### src/rtl/button_press_counter.sv
// Debounced increment/clear push-button counter with auto-repeat, feeding a
// 4-digit display. The count is binary (0000-FFFF) or per-nibble BCD (0000-9999).
module button_press_counter #(
  parameter int unsigned DEBOUNCE_CYCLES = 50000,
  parameter int unsigned REPEAT_DELAY    = 25000000,
  parameter int unsigned REPEAT_PERIOD   = 5000000,
  parameter int unsigned BCD             = 0
) (
  input  logic        clk,
  input  logic        rst,
  input  logic        btn_inc,
  input  logic        btn_clr,
  output logic [15:0] data,
  output logic        inc_pulse,
  output logic        clr_pulse
);

  localparam int unsigned MAX_A = (DEBOUNCE_CYCLES > REPEAT_DELAY) ? DEBOUNCE_CYCLES : REPEAT_DELAY;
  localparam int unsigned MAX_P = (MAX_A > REPEAT_PERIOD) ? MAX_A : REPEAT_PERIOD;
  localparam int unsigned TW    = $clog2(MAX_P + 1);

  localparam logic [TW-1:0] DEB_LAST    = TW'(DEBOUNCE_CYCLES - 1);
  localparam logic [TW-1:0] DELAY_LAST  = TW'((REPEAT_DELAY  == 0) ? 0 : REPEAT_DELAY  - 1);
  localparam logic [TW-1:0] PERIOD_LAST = TW'((REPEAT_PERIOD == 0) ? 0 : REPEAT_PERIOD - 1);
  localparam bit            REPEAT_ON   = (REPEAT_DELAY != 0);
  localparam bit            USE_BCD     = (BCD != 0);

  typedef enum logic [1:0] {
    IDLE,
    PRESS_WAIT,
    HELD,
    RELEASE_WAIT
  } btn_state_t;

  logic [1:0]    inc_sync;
  logic [1:0]    clr_sync;
  logic          inc_s;
  logic          clr_s;

  btn_state_t    inc_state, inc_state_next;
  logic [TW-1:0] inc_t, inc_t_next;
  logic [TW-1:0] inc_r, inc_r_next;
  logic          inc_rep, inc_rep_next;
  logic          inc_pulse_next;

  btn_state_t    clr_state, clr_state_next;
  logic [TW-1:0] clr_t, clr_t_next;
  logic          clr_pulse_next;

  assign inc_s = inc_sync[1];
  assign clr_s = clr_sync[1];

  // Decimal increment: each nibble rolls 9 -> 0 and carries into the next one.
  function automatic logic [15:0] bcd_inc(input logic [15:0] v);
    logic [15:0] res;
    logic        carry;
    res   = v;
    carry = 1'b1;
    for (int unsigned i = 0; i < 4; i++) begin
      if (carry) begin
        if (v[i*4 +: 4] >= 4'd9) begin
          res[i*4 +: 4] = 4'd0;
        end else begin
          res[i*4 +: 4] = v[i*4 +: 4] + 4'd1;
          carry         = 1'b0;
        end
      end
    end
    return res;
  endfunction

  // Two-stage synchronisers for both raw buttons.
  always_ff @(posedge clk or posedge rst) begin
    if (rst) begin
      inc_sync <= '0;
      clr_sync <= '0;
    end else begin
      inc_sync <= {inc_sync[0], btn_inc};
      clr_sync <= {clr_sync[0], btn_clr};
    end
  end

  // Increment FSM state, debounce/repeat timers and registered strobe.
  always_ff @(posedge clk or posedge rst) begin
    if (rst) begin
      inc_state <= IDLE;
      inc_t     <= '0;
      inc_r     <= '0;
      inc_rep   <= 1'b0;
      inc_pulse <= 1'b0;
    end else begin
      inc_state <= inc_state_next;
      inc_t     <= inc_t_next;
      inc_r     <= inc_r_next;
      inc_rep   <= inc_rep_next;
      inc_pulse <= inc_pulse_next;
    end
  end

  // Increment FSM next state; inc_rep selects first-delay vs period phase of r.
  always_comb begin
    inc_state_next = inc_state;
    inc_t_next     = inc_t;
    inc_r_next     = inc_r;
    inc_rep_next   = inc_rep;
    inc_pulse_next = 1'b0;
    case (inc_state)
      IDLE: begin
        if (inc_s) begin
          inc_state_next = PRESS_WAIT;
          inc_t_next     = '0;
        end
      end
      PRESS_WAIT: begin
        if (!inc_s) begin
          inc_state_next = IDLE;
        end else if (inc_t == DEB_LAST) begin
          inc_state_next = HELD;
          inc_pulse_next = 1'b1;
          inc_r_next     = '0;
          inc_rep_next   = 1'b0;
        end else begin
          inc_t_next = inc_t + 1'b1;
        end
      end
      HELD: begin
        if (!inc_s) begin
          inc_state_next = RELEASE_WAIT;
          inc_t_next     = '0;
        end else if (REPEAT_ON) begin
          if (!inc_rep) begin
            if (inc_r == DELAY_LAST) begin
              inc_pulse_next = 1'b1;
              inc_r_next     = '0;
              inc_rep_next   = 1'b1;
            end else begin
              inc_r_next = inc_r + 1'b1;
            end
          end else begin
            if (inc_r == PERIOD_LAST) begin
              inc_pulse_next = 1'b1;
              inc_r_next     = '0;
            end else begin
              inc_r_next = inc_r + 1'b1;
            end
          end
        end
      end
      RELEASE_WAIT: begin
        if (inc_s) begin
          inc_state_next = HELD;
          inc_r_next     = '0;
          inc_rep_next   = 1'b0;
        end else if (inc_t == DEB_LAST) begin
          inc_state_next = IDLE;
        end else begin
          inc_t_next = inc_t + 1'b1;
        end
      end
      default: inc_state_next = IDLE;
    endcase
  end

  // Clear FSM state, debounce timer and registered strobe.
  always_ff @(posedge clk or posedge rst) begin
    if (rst) begin
      clr_state <= IDLE;
      clr_t     <= '0;
      clr_pulse <= 1'b0;
    end else begin
      clr_state <= clr_state_next;
      clr_t     <= clr_t_next;
      clr_pulse <= clr_pulse_next;
    end
  end

  // Clear FSM next state: same debounce as increment, no repeat.
  always_comb begin
    clr_state_next = clr_state;
    clr_t_next     = clr_t;
    clr_pulse_next = 1'b0;
    case (clr_state)
      IDLE: begin
        if (clr_s) begin
          clr_state_next = PRESS_WAIT;
          clr_t_next     = '0;
        end
      end
      PRESS_WAIT: begin
        if (!clr_s) begin
          clr_state_next = IDLE;
        end else if (clr_t == DEB_LAST) begin
          clr_state_next = HELD;
          clr_pulse_next = 1'b1;
        end else begin
          clr_t_next = clr_t + 1'b1;
        end
      end
      HELD: begin
        if (!clr_s) begin
          clr_state_next = RELEASE_WAIT;
          clr_t_next     = '0;
        end
      end
      RELEASE_WAIT: begin
        if (clr_s) begin
          clr_state_next = HELD;
        end else if (clr_t == DEB_LAST) begin
          clr_state_next = IDLE;
        end else begin
          clr_t_next = clr_t + 1'b1;
        end
      end
      default: clr_state_next = IDLE;
    endcase
  end

  // Count register: clear has priority over a simultaneous increment.
  always_ff @(posedge clk or posedge rst) begin
    if (rst) begin
      data <= '0;
    end else if (clr_pulse) begin
      data <= '0;
    end else if (inc_pulse) begin
      data <= USE_BCD ? bcd_inc(data) : data + 16'd1;
    end
  end

endmodule
### config.mk
export PLATFORM = sky130hd
export DESIGN_NAME = button_press_counter
export DESIGN_NICKNAME = d
export VERILOG_FILES = /design/src/rtl/button_press_counter.sv
export SDC_FILE = /design/constraint.sdc
export NUM_CORES = 1
export LEC_CHECK = 0
export BUFFER_PORTS_ARGS = -buffer_cell sky130_fd_sc_hd__buf_4
export CAP_MARGIN = 20
export CELL_PAD_IN_SITES_DETAIL_PLACEMENT = 1
export CELL_PAD_IN_SITES_GLOBAL_PLACEMENT = 1
export CORE_AREA = 2 2 137 139
export DETAILED_ROUTE_END_ITERATION = 16
export DIE_AREA = 0 0 139 141
export PLACE_DENSITY_LB_ADDON = 0.1
export RECOVER_POWER = 100
export SYNTH_ARGS = -nofsm -noshare
export SYNTH_HDL_FRONTEND = slang
export SYNTH_SLANG_ARGS = --single-unit
export TNS_END_PERCENT = 30
### constraint.sdc
create_clock -name clk -period 7.75 [get_ports clk]
set_clock_uncertainty 0.2 [all_clocks]
set_input_delay 0.3875 -clock clk [delete_from_list [all_inputs] [get_ports clk]]
set_output_delay 0.3875 -clock clk [all_outputs]
set_load 0.02 [all_outputs]
==> out/qor.txt <==
STA
-------------------------------------------------------------------------------------
Final-layout setup total negative slack                                          0 ns
Time the final worst path needs with I/O delays and setup                     4.43 ns
Slew HR                                                                        -58.4%
Achievable frequency                                                        0.226 GHz
Share of the cycle needed by the critical path after routing                    57.1%
RSZ-0062 raised after global routing                                            false
Slew of the pin with the lowest slew margin                                   2.32 ns
Final Slew Violations                                                              87
Final hold violation count                                                          0
Final count of negative-setup-slack endpoints                                       0

FLOORPLAN
-------------------------------------------------------------------------------------
Overall die area                                                          19600 sq um
Floorplan die width                                                       139 microns
Height of the die                                                         141 microns
Io pins                                                                            22
Effective utilization at floorplan                                              29.1%
Core box area                                                             18300 sq um
FP Rows                                                                            50

FLOW RUN
-------------------------------------------------------------------------------------
Max capacitance violation total                                                     4

SYNTHESIS
-------------------------------------------------------------------------------------
Register bit total from synthesis                                                 102
EDFF count, synth                                                                   0
Number of standard cells after synthesis                                          565
Most numerous cell in the Yosys netlist                                       dfrtp_1
Fraction of the yosys area taken by sequential cells                            48.0%
Total of warnings raised by yosys                                                   0
Top cell types by occurrence after synthesis                             dfrtp_1, nor2_1, nand2_1, o21ai_0, nand3_1
Synthesized area per cell                                                  9.42 sq um
Cell Area, Synth                                                           5320 sq um
Leading register cell type out of synthesis                                   dfrtp_1
Synth area leaders                                                       dfrtp_1, nor2_1, xor2_1
Cell taking the most area after synthesis                                     dfrtp_1
Number of unique standard cell types used by synthesis                             57
Fraction of post-synthesis cell area in the top cell type by area               48.0%
Post-synthesis net count                                                          577
Post-synthesis async set-or-reset flop share                                     100%

STATUS
-------------------------------------------------------------------------------------
Run status                                                               finished, violations left
Violations in the final reports                                          max-capacitance violations, max-slew violations

PLACE
-------------------------------------------------------------------------------------
Gp weighted congestion                                                          0.779
# port buffers                                                                     21
Post-placement cell area                                                   5720 sq um
Placed cell count                                                                 805
HPWL after detailed placement                                                 9.28 mm

GRT
-------------------------------------------------------------------------------------
Wire length of the first global-routing pass                                  23.1 mm
Global-route usage over all layers                                              14.5%
Vias in the first global route                                                   4478
Number of antenna violations at the first check in global routing                   0
Pin count of the biggest net entering global routing                               66
Global route overflow                                                               0

ROUTING
-------------------------------------------------------------------------------------
Remaining antenna violation count                                                   0
DR DRC count                                                                        0
Via total after detailed routing                                                 4260
Total iterations of the first detailed-routing run                                  4
Routed WL                                                                     13.4 mm
Routed via count divided by cell count                                           5.17
Final routed wire length divided by cell count                           16.3 microns
Count of routing violations after the opening detailed-route iteration            176

CRITICAL PATH
-------------------------------------------------------------------------------------
R2R Setup Slk                                                                 3.32 ns
Critical-path maximum fanout                                                       13
Number of buffers and inverters on the critical path                                0
Type of element launching the critical path                                      flop
Data arrival, critical path                                                   4.47 ns
Crit path kind                                                           flop to flop
Maximum cell stage delay along the critical path                              1.94 ns
Delay-heaviest family, CP                                                compound AO/OA/AOI/OAI gates
Max stage delay cell, worst path                                            a2111oi_0
CP Cell Sequence                                                         nor4_1 -> nand3_1 -> or3_1 -> a2111oi_0 -> nand2_1 -> o31ai_1
Crit. End Element                                                                flop
Data required, critical path                                                  7.80 ns

FINISH
-------------------------------------------------------------------------------------
Count of placed standard cells in the final layout, fillers left out              824
Count of inserted antenna diode cells                                               0
Post-synthesis to final-layout area growth                                      11.7%
Nets                                                                              597
Finished Cell Area                                                         5940 sq um
Share of final-layout standard cells stronger than drive strength 1             4.75%

CLOCK TREE
-------------------------------------------------------------------------------------
Root Driver                                                                 clkbuf_16
Total CTS buffers                                                                   9
Clock tree from TritonCTS                                                       built
Number of buffers added for setup after CTS                                         0
Clock tree sinks                                                                  102
Hold bufs inserted after CTS                                                        3
Clock latency on the worst-skew pair                                          0.35 ns
Clock transition at path regs                                                 0.07 ns
Maximum level of the CTS H-tree                                                     3
Quantity of gates resized following cts                                             0
Clk buf depth                                                                       2

POWER
-------------------------------------------------------------------------------------
Pleak                                                                         2.45 nW
Cell area power density                                                   217 nW/um^2
Worst ir drop on vdd                                                         0.138 mV
Overall power of the completed layout                                         1.29 mW

HOLD PATH
-------------------------------------------------------------------------------------
Min-delay worst type                                                     flop to flop

[where the power goes]
part	internal (mW)	total, mW	switching, mW
Combinational	0.0776	0.248	0.171
Sequential	0.550	0.570	0.0206
Clock	0.261	0.471	0.210
[path summary, 6_finish.rpt]
| path | start | end | cells after the start |
|---|---|---|---|
| max in group asynchronous | rst | clr_t[13]$_DFFE_PP0P_ | 4 |
| setup / recovery | inc_t[20]$_DFFE_PP0P_ | inc_r[9]$_DFFE_PP0P_ | 6 |
| hold reg to reg | inc_sync[0]$_DFF_PP0_ | inc_sync[1]$_DFF_PP0_ | 0 |
| min in group asynchronous | rst | inc_t[23]$_DFFE_PP0P_ | 3 |
| setup reg to reg | inc_t[20]$_DFFE_PP0P_ | inc_r[9]$_DFFE_PP0P_ | 6 |
| hold / removal | inc_sync[0]$_DFF_PP0_ | inc_sync[1]$_DFF_PP0_ | 0 |
[final cells by class]
| class | count | area (sq um) |
|---|---|---|
| sequential | 102 | 2550 |
| timing repair buffer | 27 | 139 |
| inverter | 15 | 57.6 |
| multi-input combinational | 430 | 2590 |
| clock buffer | 10 | 239 |
| fill | 2106 | 12300 |
| clock inverter | 6 | 67.6 |
| tap | 234 | 293 |
[worst reg2reg max path, stage by stage (launching register included)]
cell and delay (ns):
dfrtp_1 0.40, nor4_1 0.42, nand3_1 0.12, or3_1 0.58, a2111oi_0 1.94, nand2_1 0.32
o31ai_1 0.34
[flip-flops by register name, indices dropped and copies added (netlist names), named ones only]
| signal | cells |
|---|---|
| clr_pulse | 1 |
| clr_state | 1 |
| clr_sync | 2 |
| clr_t | 25 |
| data | 16 |
| inc_pulse | 1 |
| inc_r | 25 |
| inc_rep | 1 |
| inc_state | 1 |
| inc_sync | 2 |
| inc_t | 25 |
[per-layer routing]
metal  part of all wire [%]  up-vias  global-route usage [%]
met5                      0        -                       0
met3                    2.0       12                    2.21
met4                    1.7        0                    5.48
li1                       -     2079                       -
met2                     46       36                    23.4
met1                     51     2133                    19.8
[kinds of logic (layout without fill, tap and decap cells)]
logic type	after synthesis	after routing	share of synthesized area, %
AOI/OAI and AO/OA	108	108	14.0
xor gates and xnor gates	46	46	7.57
adders and majority gates	8	8	1.88
buffers and inverters	33	58	2.61
DFF	102	102	48.0
muxes	4	4	0.776
and+or+nand+nor	264	264	25.2
[placed cells by master, fill, tap and decap left out, drive strengths merged, types with 2 or more instances in the layout]
cell and count:
o31ai 14, or4 3, xnor2 21, nor2 67
nor3 25, nor4b 2, and3 15, nor3b 2
mux2i 3, o21a 2, or3 16, nor4 12
a21o 3, o211ai 2, inv 16, nand4b 4
a21oi 20, o2bb2ai 2, and4 6, clkbuf 32
nand3 31, o21ai 38, a211oi 2, dfrtp 102
clkinvlp 3, xor2 25, ha 8, a41oi 2
nand2b 4, nor2b 2, nand2 49, nand4 19
dlygate4sd3 3, and2 4, buf 2, a2bb2oi 6
a22o 4, o21bai 5
[per-stage QoR]
step | hold WS, ns | utilization (%) | setup WS [ns]
floorplan | 0.131 | - | 4.49
global placement | 0.133 | 31.3 | 4.80
detailed placement | 0.137 | 31.3 | 4.73
CTS | 0.153 | 33.2 | 4.72
global route | 0.166 | 32.5 | 2.85
finish | 0.150 | 32.5 | 3.32
Power figures use the tool's default switching activity.
